**config.mk**
```make
export PLATFORM = sky130hd
export DESIGN_NAME = arb_grant_mux
export DESIGN_NICKNAME = d
export VERILOG_FILES = /design/src/rtl/arb_grant_mux.sv
export SDC_FILE = /design/constraint.sdc
export NUM_CORES = 1
export LEC_CHECK = 0
export ABC_CLOCK_PERIOD_IN_PS = 5540
export CELL_PAD_IN_SITES_DETAIL_PLACEMENT = 0
export CELL_PAD_IN_SITES_GLOBAL_PLACEMENT = 1
export CORE_UTILIZATION = 25
export DETAILED_ROUTE_END_ITERATION = 7
export GPL_TIMING_DRIVEN = 0
export PLACE_DENSITY_LB_ADDON = 0.1
export SLEW_MARGIN = 30
export SYNTH_ARGS = -nofsm -noshare
export SYNTH_HDL_FRONTEND = slang
export SYNTH_SLANG_ARGS = --single-unit
```
**constraint.sdc**
```tcl
create_clock -name clk -period 5.54 [get_ports clk]
set_input_delay 0.554 -clock clk [delete_from_list [all_inputs] [get_ports clk]]
set_output_delay 0.554 -clock clk [all_outputs]
set_load 0.02 [all_outputs]
```
**src/rtl/arb_grant_mux.sv**
```systemverilog
// arb_grant_mux
//   Packet-locking data path behind a round-robin arbiter. While idle it
//   forwards per-port valids to the arbiter as requests. On a legal one-hot
//   grant to a port that is still valid, it locks onto that port and steers
//   its beats through a registered valid/ready output stage. It releases on
//   the last beat, or forces a last beat after MAX_BEATS beats.
//
// Ports
//   clk          rising-edge clock
//   reset        asynchronous, active-high reset
//   in_valid_i   per-port beat valid
//   in_data_i    per-port beat data, port p at [p*DATA_W +: DATA_W]
//   in_last_i    per-port last-beat flag
//   in_ready_o   per-port beat accept (only the owner, only while locked)
//   arb_req_o    request vector to the arbiter (idle only)
//   arb_gnt_i    one-hot grant from the arbiter
//   out_valid_o  registered shared-channel valid
//   out_data_o   registered shared-channel data
//   out_last_o   registered shared-channel last flag
//   out_port_o   registered source port of the current beat
//   out_ready_i  downstream accept
//   err_o        sticky errors: [0] illegal multi-hot grant, [1] packet overrun
//
// state  | meaning
// IDLE   | requests forwarded to arbiter, waiting for a usable grant
// LOCKED | owner port's packet streams to the output register

module arb_grant_mux #(
  parameter int NUM_PORTS = 4,
  parameter int DATA_W    = 32,
  parameter int MAX_BEATS = 16,
  localparam int PW       = (NUM_PORTS > 1) ? $clog2(NUM_PORTS) : 1
) (
  input  logic                        clk,
  input  logic                        reset,
  input  logic [NUM_PORTS-1:0]        in_valid_i,
  input  logic [NUM_PORTS*DATA_W-1:0] in_data_i,
  input  logic [NUM_PORTS-1:0]        in_last_i,
  output logic [NUM_PORTS-1:0]        in_ready_o,
  output logic [NUM_PORTS-1:0]        arb_req_o,
  input  logic [NUM_PORTS-1:0]        arb_gnt_i,
  output logic                        out_valid_o,
  output logic [DATA_W-1:0]           out_data_o,
  output logic                        out_last_o,
  output logic [PW-1:0]               out_port_o,
  input  logic                        out_ready_i,
  output logic [1:0]                  err_o
);

  localparam int CW = (MAX_BEATS > 1) ? $clog2(MAX_BEATS) : 1;
  localparam logic [CW-1:0] LAST_CNT = CW'(MAX_BEATS - 1);

  typedef enum logic {
    IDLE   = 1'b0,
    LOCKED = 1'b1
  } state_t;

  state_t              state, state_nxt;
  logic [PW-1:0]       owner, owner_nxt;
  logic [CW-1:0]       beat_cnt, cnt_nxt;

  logic                gnt_onehot;
  logic                gnt_multi;
  logic [PW-1:0]       gnt_idx;

  logic [NUM_PORTS-1:0] owner_mask;
  logic                own_valid;
  logic                own_last;
  logic [DATA_W-1:0]   own_data;

  logic                out_room;
  logic                at_max;
  logic                xfer;
  logic                set_illegal;
  logic                set_overrun;

  // Grant decode. gnt_idx is only meaningful when the grant is one-hot.
  always_comb begin
    gnt_onehot = $onehot(arb_gnt_i);
    gnt_multi  = (|arb_gnt_i) && !gnt_onehot;
    gnt_idx    = '0;
    for (int i = 0; i < NUM_PORTS; i++) begin
      if (arb_gnt_i[i]) gnt_idx = PW'(i);
    end
  end

  // Owner-port selection of the input bundle.
  always_comb begin
    owner_mask = '0;
    own_data   = '0;
    for (int i = 0; i < NUM_PORTS; i++) begin
      if (owner == PW'(i)) begin
        owner_mask[i] = 1'b1;
        own_data      = in_data_i[i*DATA_W +: DATA_W];
      end
    end
    own_valid = |(in_valid_i & owner_mask);
    own_last  = |(in_last_i & owner_mask);
  end

  // The output register can take a new beat when empty or draining this cycle.
  assign out_room = !out_valid_o || out_ready_i;
  assign at_max   = (beat_cnt == LAST_CNT);

  always_comb begin
    state_nxt   = state;
    owner_nxt   = owner;
    cnt_nxt     = beat_cnt;
    arb_req_o   = '0;
    in_ready_o  = '0;
    xfer        = 1'b0;
    set_illegal = 1'b0;
    set_overrun = 1'b0;
    case (state)
      IDLE: begin
        arb_req_o = in_valid_i;
        // A one-hot grant to a port that dropped valid is simply ignored.
        if (gnt_onehot && |(arb_gnt_i & in_valid_i)) begin
          owner_nxt = gnt_idx;
          cnt_nxt   = '0;
          state_nxt = LOCKED;
        end else if (gnt_multi) begin
          set_illegal = 1'b1;
        end
      end
      LOCKED: begin
        if (out_room) in_ready_o = owner_mask;
        xfer = own_valid && out_room;
        if (xfer) begin
          cnt_nxt = beat_cnt + 1'b1;
          if (own_last || at_max) state_nxt = IDLE;
          set_overrun = at_max && !own_last;
        end
      end
      default: ;
    endcase
  end

  always_ff @(posedge clk or posedge reset) begin
    if (reset) begin
      state    <= IDLE;
      owner    <= '0;
      beat_cnt <= '0;
      err_o    <= '0;
    end else begin
      state    <= state_nxt;
      owner    <= owner_nxt;
      beat_cnt <= cnt_nxt;
      err_o    <= err_o | {set_overrun, set_illegal};
    end
  end

  always_ff @(posedge clk or posedge reset) begin
    if (reset) begin
      out_valid_o <= 1'b0;
      out_data_o  <= '0;
      out_last_o  <= 1'b0;
      out_port_o  <= '0;
    end else if (xfer) begin
      out_valid_o <= 1'b1;
      out_data_o  <= own_data;
      out_last_o  <= own_last || at_max;
      out_port_o  <= owner;
    end else if (out_ready_i) begin
      out_valid_o <= 1'b0;
    end
  end

endmodule
```
== Yosys cells after proc, flatten, opt, wreduce, memory -nomap -nowiden ==
Cells that the tools add are included.
Storage, ports and cells
  register bits after elaboration: 45
  input port bits: 143
  output and inout bits: 46
  word-level logic and storage cells: 70
Operators by class
  add/sub/neg operators: 4
  equality and inequality tests: 7
  multiplexer cells: 29
  bitwise gates (word level): 5
  reductions and logical operators: 17
Operators by type and width (number)
  2-to-1 mux 32 bit: 4
  2-to-1 mux 4 bit: 5
  2-to-1 mux 1 bit: 16
  OR reduction 4 bit: 4
  bitwise AND 4 bit: 3
  case mux 4 bit (2 select lines): 1
  adder 1 x 1 -> 2 bit: 2
  adder 4 x 1 -> 4 bit (second input constant): 1
  == test 2 bit (second input constant): 2
  == test 4 bit (second input constant): 1
  logical AND 1 bit: 4
  2-to-1 mux 2 bit: 2
  AND reduction 2 bit: 2
  adder 2 x 2 -> 3 bit: 1
  == test 3 x 1 -> 1 bit (second input constant): 1
  logical NOT 1 bit: 3
  == test 2 x 1 -> 1 bit (second input constant): 1
  logical NOT 2 bit: 1
  logical OR 1 bit: 2
  inequality test 2 x 1 -> 1 bit (second input constant): 1
  inequality test 2 bit (second input constant): 1
  bitwise OR 2 bit: 1
  case mux 1 bit (2 select lines): 1
  nonzero test 2 bit: 1
  NOT 1 bit: 1

== Depth between registers and ports, before layout ==
Gate-level depths: netlist of run 1.
  depth in word-level cells: 9
  mapped depth: 9
  mapped depth without buffers: 9

== Worst setup path before layout of run 1 ==
OpenSTA, ideal clock, no wires.
  path kind: input port to flip-flop
  start: input port arb_gnt_i[0]
  end: register beat_cnt[2]
  setup time: 0.126 ns
  data arrival time: 2.747 ns
  data required time: 5.414 ns
  path slack: 2.667 ns
  stages on the path: 9
  buffers on the path: 0
  cells stage by stage: inv_1 > fa_1 > inv_1 > ha_1 > ha_1 > or3b_1 > a211oi_2 > nor2_1 > a221o_1
On the way
  cells in the longest elaborated chain, start to end: 6
  elaborated cells on any way between the ends: 8
  classes of those cells: add/sub (2); eq/ne (2); bitwise (1); reduce/logical (3)
RTL lines
  start: declaration: RTL line 41  | input logic [NUM_PORTS-1:0] arb_gnt_i,
  adder 1 x 1 -> 2 bit (implied by the code): RTL line 79  | gnt_onehot = $onehot(arb_gnt_i);
  adder 2 x 2 -> 3 bit (implied by the code): RTL line 79
  == test 3 x 1 -> 1 bit: RTL line 79
  logical AND 1 bit *: RTL line 118  | if (gnt_onehot && |(arb_gnt_i & in_valid_i)) begin
  inequality test 2 bit (no line) *
  AND reduction 2 bit (no line) *
  end signal: assignment: RTL line 148  | beat_cnt <= cnt_nxt;
  end: declaration: RTL line 60  | logic [CW-1:0] beat_cnt, cnt_nxt;
Every way passes the cells marked *; elsewhere a longest branch is shown, timed or not.
A chain may end at the register's enable or synchronous reset.

== Worst setup path in the final report of run 1 ==
Same ends and word-level chain as after synthesis.

==> results.json, run 1 <==
{
  "clock_path_buffers": 2,
  "htree_levels": 2,
  "ys.flop_type": "dfrtp_1",
  "gp_congestion": 0.705,
  "vias": 2384,
  "synth.avg_cell_area_um2": 15.4,
  "die-area_mm2": 0.0117,
  "slew-limit-headroom_pct": 56.1,
  "fin_setup_tns_ns": 0,
  "cts_sinks": 45,
  "die_y_um": 108,
  "hold_viol_final": 0,
  "net-switching-power_w": 0.000871,
  "synth_top_cell_area_share_pct": 39.8,
  "num-fill-cells": 1021,
  "max_slew.worst_pin.slew_ns": 0.659,
  "clock_latency_ns": 0.28,
  "final_util_pct": 46.1,
  "setup.worst_path.class": "in2reg",
  "cts_buffers": 5,
  "initial_core_util_pct": 25.8,
  "holdBufCountCts": 0,
  "holdPathEnd": "err_o[0]$_DFF_PP0_",
  "final_cell_count_no_fill": 520,
  "seq_area_frac_synth_pct": 39.8,
  "numPortBuffers": 188,
  "grt_pass1_wl_mm": 12.5,
  "run_status": "complete, no violations",
  "cts_resized": 0,
  "antenna_cells": 0,
  "period_share_pct": 59.6,
  "required_ns": 5.71,
  "drive_above_1_share_pct": 21.3,
  "netlist_area_mm2": 0.00283,
  "core_region_area_mm2": 0.0109,
  "leakage_nw": 2.04,
  "grt_max_degree": 46,
  "final-max-slew-violation-count": 0,
  "cts_tree": "built",
  "grt.total_usage_pct": 14.1,
  "post_cts_buffers": 0,
  "hold_ws_ns": 0.453,
  "synth_warnings": 0,
  "area_growth_pct": 78.3,
  "worstReg2RegEnd": "out_data_o[14]$_DFFE_PP0P_",
  "cp_max_fo": 5,
  "reg2reg_slack_ns": 3.32,
  "synth-edff-count": 0,
  "drt-total-wl_mm": 8.41,
  "die_w_um": 108,
  "powerDensity_mw_per_mm2": 483,
  "cts.clk_slew.worst_paths_ns": 0.06,
  "syn_inst": 184,
  "end_kind": "flip-flop",
  "antenna_found_initial": 0,
  "antenna_left": 0,
  "synth_commonest_cells": "dfrtp_1 (45), mux4_2 (34), mux2_4 (28)",
  "finClkSkew_ns": 0.00518,
  "multi_input_area_mm2": 0.00159,
  "max_freq_mhz": 303,
  "setup_viol": 0,
  "fin_crit_ns": 3.30,
  "p_sw_share_pct": 35.8,
  "firstDrtPassIters": 4,
  "avgRoutedWirePerCell_um": 16.2,
  "cap_violations": 0,
  "rr_worst_depth": 4,
  "r2r_start": "owner[1]$_DFFE_PP0P_",
  "p_int_w": 0.00156,
  "final-seq-area_mm2": 0.00113,
  "drc_errors": 0,
  "nets": 527,
  "critPathLaunchType": "input pin",
  "holdCritStartpoint": "err_o[0]$_DFF_PP0_",
  "initialDrtViolationCount": 58,
  "grt_pass1_vias": 2557,
  "hold_depth": 1,
  "async_flop_share_pct": 100,
  "yosys-top-cells-area": "dfrtp_1 (40%), mux4_2 (27%), mux2_4 (15%)",
  "clock_power_share_pct": 12.6,
  "pwr-share-seq_pct": 24.3,
  "io_pins": 189,
  "post_drt_via_cell_ratio": 4.58,
  "synth.most_common_cell": "dfrtp_1",
  "root_buffer": "clkbuf_16",
  "rsz0062_at_grt": "no",
  "ys_ff_latch": 45,
  "synth.distinct_cells": 32,
  "dp_cells": 512,
  "vdd_ir_drop_max_v": 0.000191,
  "crit_arrival_ns": 3.47,
  "row_count": 38,
  "syn-num-nets": 332,
  "overflow": 0,
  "synth_top_area_cell": "dfrtp_1",
  "combPwrFrac_pct": 63.1,
  "place_hpwl_mm": 6.56,
  "hold_path_class": "reg2reg"
}
## placed cells by master, fill, tap and decap left out, types with 4 or more instances in the layout
| cell | n |
|---|---|
| inv_1 | 6 |
| buf_6 | 4 |
| mux2_4 | 28 |
| nor2_1 | 7 |
| mux2_1 | 4 |
| dfrtp_1 | 45 |
| ha_1 | 4 |
| clkbuf_1 | 5 |
| o21ai_0 | 5 |
| clkdlybuf4s50_1 | 188 |
| nand2_1 | 6 |
| buf_2 | 4 |
| mux4_2 | 34 |
| nor2b_1 | 4 |
| clkbuf_16 | 5 |
## worst max-delay path by stage
stage / from / endpoint / slack, ns / cells past startpoint
2_1_floorplan: arb_gnt_i[0] / beat_cnt[2]$_DFFE_PP0P_ / 2.67 / 9
3_3_place_gp: arb_gnt_i[0] / beat_cnt[2]$_DFFE_PP0P_ / 1.97 / 10
3_5_place_dp: arb_gnt_i[0] / beat_cnt[2]$_DFFE_PP0P_ / 1.92 / 10
4_1_cts: arb_gnt_i[0] / beat_cnt[2]$_DFFE_PP0P_ / 2.24 / 10
5_1_grt: arb_gnt_i[0] / beat_cnt[2]$_DFFE_PP0P_ / 2.09 / 10
6_report: arb_gnt_i[0] / beat_cnt[2]$_DFFE_PP0P_ / 2.24 / 10
## kinds of logic after synthesis
| kind of cell | after synthesis | share of synthesized area (%) |
|---|---|---|
| flip-flops | 45 | 39.8 |
| multiplexers | 68 | 44.3 |
| buffers and inverters | 20 | 3.90 |
| AO/OA/AOI/OAI | 18 | 4.52 |
| adder cells (fa/ha/maj) | 5 | 2.48 |
| AND/OR/NAND/NOR | 28 | 4.96 |
## worst max-delay path, stage by stage
cell and delay [ns]:
clkdlybuf4s50_1 0.49, inv_1 0.08, fa_1 0.54, inv_1 0.04
ha_1 0.17, ha_1 0.26, or3b_1 0.44, a211oi_2 0.37
nor2_1 0.16, a221o_1 0.37
## layer usage
layer / GRT usage, % / vias up / share of wire, %
met2: 24.5 / 112 / 48
met1: 17.0 / 1165 / 42
li1: - / 1103 / -
met3: 4.28 / 4 / 9.3
met5: 0 / - / 0
met4: 3.19 / 0 / 0.75
## sequential cells by signal, summed over array words and instances (netlist names)
name / cells
err_o: 2
out_last_o: 1
state: 1
owner: 2
beat_cnt: 4
out_port_o: 2
out_valid_o: 1
out_data_o: 32
## final cells by class
class / count / share of cell area, %
plain buffers: 13 / 1.66
clock buffers: 6 / 2.76
clock inverters: 2 / 0.273
inverters: 7 / 0.571
multi-input cells: 119 / 31.6
flip-flops and latches: 45 / 22.3
well taps: 140 / 3.48
repair buffers: 188 / 37.3
## power by group through the flow
| stage | sequential (W) | combinational [W] | clock [W] |
|---|---|---|---|
| 3_3_place_gp | 0.000590 | 0.00155 | 0 |
| 3_5_place_dp | 0.000592 | 0.00156 | 0 |
| 6_report | 0.000591 | 0.00153 | 0.000306 |
| 5_1_grt | 0.000613 | 0.00164 | 0.000331 |
| 4_1_cts | 0.000593 | 0.00157 | 0.000318 |
| 2_1_floorplan | 0.000753 | 0.000816 | 0 |
## per-stage QoR
step / worst slack [ns] / instance area (µm²) / total power, W
final: 2.24 / 5040 / 0.00243
after global routing: 2.09 / 5040 / 0.00258
after detailed placement: 1.92 / 4890 / 0.00215
after global placement: 1.97 / 4880 / 0.00214
after CTS: 2.24 / 5040 / 0.00248
after floorplan: 2.67 / 2830 / 0.00157
(Power assumes the default switching activity.)
==> run 2: changes to the inputs <==
- ABC_CLOCK_PERIOD_IN_PS: 5540 -> 3500
- clock period: 5.54 -> 3.5 ns (I/O delays scaled with it)
==> results of run 2 <==
The final DEF is identical to that of run 1. Status: complete, no violations.
Main changes from that run: setup slack after placement 1.92 ns -> 0.0853 ns; setup slack after layout 2.24 ns -> 0.400 ns; register-to-register setup slack 3.32 ns -> 1.28 ns; total power 0.00243 W -> 0.00385 W; worst IR drop on VDD 0.000191 V -> 0.000302 V
==> run 3: changes to the inputs <==
- HOLD_SLACK_MARGIN: default -> 0.12
==> results of run 3 <==
The final DEF is identical to that of run 1. Status: complete, no violations.
Main changes from that run: setup slack after placement 1.92 ns -> 0.0853 ns; setup slack after layout 2.24 ns -> 0.400 ns; register-to-register setup slack 3.32 ns -> 1.28 ns; total power 0.00243 W -> 0.00385 W; worst IR drop on VDD 0.000191 V -> 0.000302 V
